==> src/rtl/fpu_post_norm.sv <==
// fpu_post_norm
//   Output stage of the FP add/sub datapath. Takes the raw sign, exponent and
//   extended mantissa from the mantissa adder and normalizes them one bit per
//   cycle. It then rounds to nearest-even and packs an IEEE-754 single-precision
//   word together with the exception flags. Only one operation is in flight.
//
// Ports
//   clk_i        clock
//   rst_ni       asynchronous active-low reset
//   valid_i      input operation valid (accepted while ready_o is high)
//   ready_o      high in IDLE only
//   sign_i       result sign from the adder
//   exp_i        biased exponent of the larger operand
//   mant_i       {carry, hidden, frac[22:0], guard, round, sticky}
//   exception_i  0 normal, 1 return A, 2 return B, 3 infinity, 4+ error
//   pre_a_i      operand A {sign, exp[7:0], 1, frac[22:0]}
//   pre_b_i      operand B, same format
//   valid_o      result valid, held until ready_i
//   ready_i      downstream accepts the result
//   result_o     packed single-precision result
//   flags_o      {NV, OF, UF, NX}
//
// States
//   IDLE  | waiting for an operation; results of the last one stay on outputs
//   SHIFT | left-normalizing, one bit per cycle
//   ROUND | round to nearest-even and pack
//   DONE  | result valid, waiting for ready_i

module fpu_post_norm #(
  parameter int MAX_SHIFT = 26
) (
  input  logic        clk_i,
  input  logic        rst_ni,
  input  logic        valid_i,
  output logic        ready_o,
  input  logic        sign_i,
  input  logic [7:0]  exp_i,
  input  logic [27:0] mant_i,
  input  logic [2:0]  exception_i,
  input  logic [32:0] pre_a_i,
  input  logic [32:0] pre_b_i,
  output logic        valid_o,
  input  logic        ready_i,
  output logic [31:0] result_o,
  output logic [3:0]  flags_o
);

  localparam int CW = $clog2(MAX_SHIFT + 1);
  localparam logic [CW-1:0] CNT_MAX = CW'(MAX_SHIFT);
  localparam logic [31:0] QNAN = 32'h7FC00000;

  typedef enum logic [1:0] {
    S_IDLE,
    S_SHIFT,
    S_ROUND,
    S_DONE
  } state_t;

  state_t             r_state, w_state_nxt;
  logic               r_sign, w_sign_nxt;
  // 10-bit signed so that the +1 of carry/round and the overflow compare never wrap
  logic signed [9:0]  r_exp, w_exp_nxt;
  logic [27:0]        r_mant, w_mant_nxt;
  logic [CW-1:0]      r_cnt, w_cnt_nxt;
  logic [31:0]        r_result, w_result_nxt;
  logic [3:0]         r_flags, w_flags_nxt;

  logic               w_inc;
  logic               w_nx;
  logic [24:0]        w_sig_sum;
  logic signed [9:0]  w_exp_rnd;
  logic [22:0]        w_frac_rnd;
  logic               w_ovf;
  logic [27:0]        w_mant_shl;
  logic               w_unused;

  // Round to nearest-even: increment when guard is set and either a lower
  // bit is set or the result LSB is odd (breaks the tie toward even).
  assign w_inc      = r_mant[2] & (r_mant[1] | r_mant[0] | r_mant[3]);
  assign w_nx       = |r_mant[2:0];
  assign w_sig_sum  = {1'b0, r_mant[26:3]} + {24'd0, w_inc};
  assign w_exp_rnd  = w_sig_sum[24] ? (r_exp + 10'sd1) : r_exp;
  // On carry-out the significand is 1.000..0, so the fraction is zero
  assign w_frac_rnd = w_sig_sum[24] ? 23'd0 : w_sig_sum[22:0];
  assign w_ovf      = (w_exp_rnd >= 10'sd255);

  assign w_mant_shl = {r_mant[26:0], 1'b0};

  // The operands' explicit hidden bits, the hidden bit of the rounded
  // significand and the carry slot after normalization are never needed.
  assign w_unused = ^{pre_a_i[23], pre_b_i[23], w_sig_sum[23], r_mant[27]};

  always_ff @(posedge clk_i or negedge rst_ni) begin
    if (!rst_ni) begin
      r_state  <= S_IDLE;
      r_sign   <= 1'b0;
      r_exp    <= '0;
      r_mant   <= '0;
      r_cnt    <= '0;
      r_result <= '0;
      r_flags  <= '0;
    end else begin
      r_state  <= w_state_nxt;
      r_sign   <= w_sign_nxt;
      r_exp    <= w_exp_nxt;
      r_mant   <= w_mant_nxt;
      r_cnt    <= w_cnt_nxt;
      r_result <= w_result_nxt;
      r_flags  <= w_flags_nxt;
    end
  end

  always_comb begin
    w_state_nxt  = r_state;
    w_sign_nxt   = r_sign;
    w_exp_nxt    = r_exp;
    w_mant_nxt   = r_mant;
    w_cnt_nxt    = r_cnt;
    w_result_nxt = r_result;
    w_flags_nxt  = r_flags;

    unique case (r_state)
      S_IDLE: begin
        if (valid_i) begin
          w_sign_nxt  = sign_i;
          w_exp_nxt   = $signed({2'b00, exp_i});
          w_mant_nxt  = mant_i;
          w_cnt_nxt   = '0;
          w_state_nxt = S_DONE;
          case (exception_i)
            3'd0: begin
              if (mant_i == 28'd0) begin
                w_result_nxt = 32'h0;
                w_flags_nxt  = 4'b0000;
              end else if (mant_i[27]) begin
                // Carry out of the adder: shift right and fold the
                // dropped round bit into sticky.
                w_mant_nxt  = {1'b0, mant_i[27:2], mant_i[1] | mant_i[0]};
                w_exp_nxt   = $signed({2'b00, exp_i}) + 10'sd1;
                w_state_nxt = S_ROUND;
              end else if (mant_i[26]) begin
                w_state_nxt = S_ROUND;
              end else begin
                w_state_nxt = S_SHIFT;
              end
            end
            3'd1: begin
              w_result_nxt = {pre_a_i[32:24], pre_a_i[22:0]};
              w_flags_nxt  = 4'b0000;
            end
            3'd2: begin
              w_result_nxt = {pre_b_i[32:24], pre_b_i[22:0]};
              w_flags_nxt  = 4'b0000;
            end
            3'd3: begin
              // inf - inf with opposite signs is invalid
              if (pre_a_i[32] == pre_b_i[32]) begin
                w_result_nxt = {sign_i, 8'hFF, 23'h0};
                w_flags_nxt  = 4'b0000;
              end else begin
                w_result_nxt = QNAN;
                w_flags_nxt  = 4'b1000;
              end
            end
            default: begin
              w_result_nxt = QNAN;
              w_flags_nxt  = 4'b1000;
            end
          endcase
        end
      end

      S_SHIFT: begin
        if (r_mant[26]) begin
          w_state_nxt = S_ROUND;
        end else if (r_exp == 10'sd1) begin
          // Denormals are not produced: flush to signed zero
          w_result_nxt = {r_sign, 31'h0};
          w_flags_nxt  = 4'b0011;
          w_state_nxt  = S_DONE;
        end else if (r_cnt == CNT_MAX) begin
          w_state_nxt = S_ROUND;
        end else begin
          w_mant_nxt = w_mant_shl;
          w_exp_nxt  = r_exp - 10'sd1;
          w_cnt_nxt  = r_cnt + CW'(1);
          // Leave as soon as the hidden bit lands so k shifts cost k cycles
          if (w_mant_shl[26]) begin
            w_state_nxt = S_ROUND;
          end
        end
      end

      S_ROUND: begin
        if (w_ovf) begin
          w_result_nxt = {r_sign, 8'hFF, 23'h0};
          w_flags_nxt  = 4'b0101;
        end else begin
          w_result_nxt = {r_sign, w_exp_rnd[7:0], w_frac_rnd};
          w_flags_nxt  = {3'b000, w_nx};
        end
        w_state_nxt = S_DONE;
      end

      S_DONE: begin
        if (ready_i) begin
          w_state_nxt = S_IDLE;
        end
      end

      default: w_state_nxt = S_IDLE;
    endcase
  end

  assign ready_o  = (r_state == S_IDLE);
  assign valid_o  = (r_state == S_DONE);
  assign result_o = r_result;
  assign flags_o  = r_flags;

endmodule

==> config.mk <==
export PLATFORM = sky130hd
export DESIGN_NAME = fpu_post_norm
export DESIGN_NICKNAME = d
export VERILOG_FILES = /design/src/rtl/fpu_post_norm.sv
export SDC_FILE = /design/constraint.sdc
export NUM_CORES = 1
export LEC_CHECK = 0
export BUFFER_PORTS_ARGS = -buffer_cell sky130_fd_sc_hd__buf_2
export CAP_MARGIN = 15
export CELL_PAD_IN_SITES_DETAIL_PLACEMENT = 1
export CELL_PAD_IN_SITES_GLOBAL_PLACEMENT = 1
export CORE_ASPECT_RATIO = 0.9
export CORE_MARGIN = 2
export CORE_UTILIZATION = 40
export DETAILED_ROUTE_END_ITERATION = 16
export HOLD_SLACK_MARGIN = 0.15
export PLACE_DENSITY = 0.84
export SLEW_MARGIN = 20
export SYNTH_ARGS = -nofsm -noshare
export SYNTH_HDL_FRONTEND = slang
export SYNTH_SLANG_ARGS = --single-unit
==> constraint.sdc <==
create_clock -name clk_i -period 4.2 [get_ports clk_i]
set_clock_uncertainty 0.1 [all_clocks]
set_input_delay 0.63 -clock clk_i [delete_from_list [all_inputs] [get_ports clk_i]]
set_output_delay 0.63 -clock clk_i [all_outputs]
set_load 0.1 [all_outputs]
==> flow_summary_export.csv <==
group,metric,value,unit
outcome,status,"complete, no violations",
global_routing,grt_max_degree,82,
sta,rsz0062_at_grt,"no",
floorplan,start_util,0.405,
placement,pre_cts_slack,0.728,ns
worst_setup_path,arrival,3.65,ns
logic_synthesis,synth_area_per_cell,8.08,um^2
pwr,p_leak,3.19,nW
clock_network,tritoncts,"yes",
final_layout,fin_nets,966,
clock_network,holdBufCountCts,0,
clock_network,clk_latency,0.35,ns
job,cap_viol_max_count,0,
sta,max_freq,284,MHz
floorplan,core_area,14600,um^2
worst_setup_path,crit_path_end_kind,"register",
logic_synthesis,ys.flop_type,"dfrtp_1",
clock_network,clock_path_buffers,2,
final_layout,multiInputGateArea,3570,um^2
sta,final-setup-viol-count,0,
global_routing,grt_overflow,0,
floorplan,row_count,42,
global_routing,grt.total_usage,0.256,
routing,wirelength,19900,um
sta,tns,0,ns
sta,tightest_slew,1.07,ns
floorplan,die_area,15700,um^2
logic_synthesis,ys_warn_count,0,
routing,vias_per_cell,5.80,
logic_synthesis,synthesis.area,5890,um^2
final_layout,num_antenna_cells,0,
routing,drt_iter0_drc,533,
routing,dr_total_vias,6077,
sta,timing.hold.ws,0.219,ns
floorplan,die_y,119,um
pwr,powerDensity,780,nW/um^2
final_layout,mostFrequentLayoutCell,"buf_2",
placement,port_buffers,145,
floorplan,die_x,132,um
routing,drt_pass1_iterations,5,
worst_setup_path,rr_startpoint,"r_exp[1]",
worst_setup_path,slowest_delay,0.49,ns
final_layout,n_fill_cell,1822,
worst_setup_path,r2r_setup_slack,0.68,ns
worst_setup_path,crit_fanout,14,
global_routing,grt_pass1_vias,5985,
routing,wl_met2,8680,um
global_routing,grt_pass1_wl,32200,um
clock_network,root_buffer,"clkbuf_16",
routing,wire_per_inst,19.0,um
clock_network,cts_num_sinks,81,
routing,highest_layer,"met4",
sta,max-slew-margin-rel,0.285,
final_layout,synthToLayoutAreaGrowth,19.8,%
logic_synthesis,ys_seq_area_frac,0.344,
clock_network,post_cts_buffers,0,
clock_network,path_clk_slew,0.06,ns
worst_setup_path,critPathKind,"register to register",
sta,drv_slew,0,
final_layout,drive_above_1_share,0.239,
placement,hpwl,14700,um
sta,period_needed,3.52,ns
worst_setup_path,cp.required,4.32,ns
logic_synthesis,yosysUniqueCellTypes,62,
worst_setup_path,r2r_cells,10,
pwr,ir_drop,0.000332,V
clock_network,cts_resized,0,
routing,final_antenna_net_count,0,
global_routing,antenna_found_initial,0,
sta,hold_viol,0,
logic_synthesis,synth_async_sr_flop_share,1.00,
routing,drt-met1-wl,9590,um
clock_network,numCtsBuffers,9,
logic_synthesis,syn_inst,729,
floorplan,io_pins,148,
final_layout,seqCellArea,2030,um^2
placement,gp_congestion,0.909,
routing,dr_wl_met3,1420,um
clock_network,cts_max_level,3,
worst_setup_path,r2r_end,"result_o[13]",
worst_setup_path,crit_chain,"inv_1 -> ha_1 -> or4b_1 -> nor3_4 -> nand3b_1 -> o2bb2ai_1 -> a21oi_4 -> buf_4 -> mux2i_1 -> o31ai_2",
logic_synthesis,synth_edf_count,0,
logic_synthesis,synth_seq_cells,81,
sta,finalCritPeriodShare,0.839,
worst_setup_path,cpMaxStageDelayCell,"dfrtp_1",
final_layout,layout_common_cells,"buf_2 (144), nand2_1 (114), nor2_1 (97), dfrtp_1 (81), nand3_1 (42)",
routing,drc,0,
worst_setup_path,critPathLaunchType,"register",
final_layout,utilization,0.485,
hold_path,hold_class,"primary input to async pin",
logic_synthesis,synth_fp_nets,850,
sta,postLayoutSetupSlackWorst,0.675,ns
Yosys cell counts (all sizes together), types with 2 or more instances:
library cell | instances | area share
and2 | 6 | 0.0064
mux2 | 2 | 0.0038
a22o | 15 | 0.022
or3 | 3 | 0.0032
and3 | 7 | 0.0074
inv | 16 | 0.010
a32oi | 3 | 0.0045
nor2b | 3 | 0.0032
nand3 | 43 | 0.039
a2bb2oi | 3 | 0.0045
o211ai | 8 | 0.010
ha | 11 | 0.023
o21a | 4 | 0.0051
nand2 | 114 | 0.073
or4 | 6 | 0.0089
buf | 11 | 0.011
a31oi | 6 | 0.0089
clkbuf | 44 | 0.028
xnor2 | 21 | 0.031
nor3 | 8 | 0.0087
nand4 | 20 | 0.021
a21o | 8 | 0.010
a221oi | 3 | 0.0045
o21ai | 28 | 0.024
a21oi | 20 | 0.019
o221ai | 12 | 0.018
nor4 | 13 | 0.016
o32ai | 3 | 0.0045
mux2i | 16 | 0.027
o22ai | 4 | 0.0042
and4 | 4 | 0.0059
nor2 | 97 | 0.062
a22oi | 35 | 0.045
o31ai | 16 | 0.030
xor2 | 19 | 0.028
or2 | 4 | 0.0042
dfrtp | 81 | 0.34
layout make-up:
class	count	share of cell area
Timing Repair Buffer	160	0.120
Clock buffer	10	0.0339
Multi-Input combinational cell	577	0.506
Clock inverter	6	0.00922
Tap cell	198	0.0351
Sequential cell	81	0.287
Inverter	16	0.00851
metal layers:
metal,up-vias,GRT usage
met1,2973,0.378
met2,225,0.388
met3,15,0.0400
met5,-,0
li1,2864,-
met4,0,0.0693
report_power, final:
group	total, W	switching [W]	internal [W]	leakage [nW]
clock	0.000825	0.000346	0.000479	0.149
combinational	0.00314	0.00224	0.000898	2.04
sequential	0.00154	0.000440	0.00110	0.992
critical path, delay by kind of cell (launching register included):
kind	cells	cell delay, ns
muxes	1	0.30
buffers and inverters	2	0.52
adders and majority gates	1	0.16
DFF	1	0.49
AOI/OAI and AO/OA	3	0.83
and+or+nand+nor	3	0.98
worst max path at each step:
| stage | from | endpoint | cells past startpoint | slack, ns |
|---|---|---|---|---|
| 3_3_place_gp | r_exp[0] | result_o[13] | 9 | 0.90 |
| 4_1_cts | r_exp[1] | result_o[21] | 10 | 0.71 |
| 2_1_floorplan | r_state[0] | r_exp[6] | 9 | 0.81 |
| 3_5_place_dp | r_exp[0] | result_o[13] | 9 | 0.73 |
| 5_1_grt | r_exp[0] | result_o[21] | 9 | 0.45 |
| 6_report | r_exp[1] | result_o[13] | 10 | 0.68 |
kinds of logic (layout without fill, tap and decap cells):
kind of cell	after synthesis	after routing	synth area share
and+or+nand+nor	334	334	0.268
xor gates and xnor gates	40	40	0.0595
DFF	81	81	0.344
adders and majority gates	11	11	0.0234
muxes	18	18	0.0310
buffers and inverters	71	192	0.0499
AOI/OAI and AO/OA	174	174	0.224
state kept, by name, indices dropped and copies added, names as in the netlist:
signal / cells
r_cnt: 5
result_o: 32
r_exp: 10
flags_o: 4
r_state: 2
r_mant: 27
r_sign: 1
through the flow:
step                cells  cell area, um^2  power (W)
CTS                  1048             7050    0.00549
detailed placement   1032             6750    0.00465
global placement     1032             6750    0.00453
floorplan             729             5890    0.00391
global route         1048             7060    0.00583
finish               1048             7060    0.00551
No activity file was read; power rests on OpenSTA's default activity.
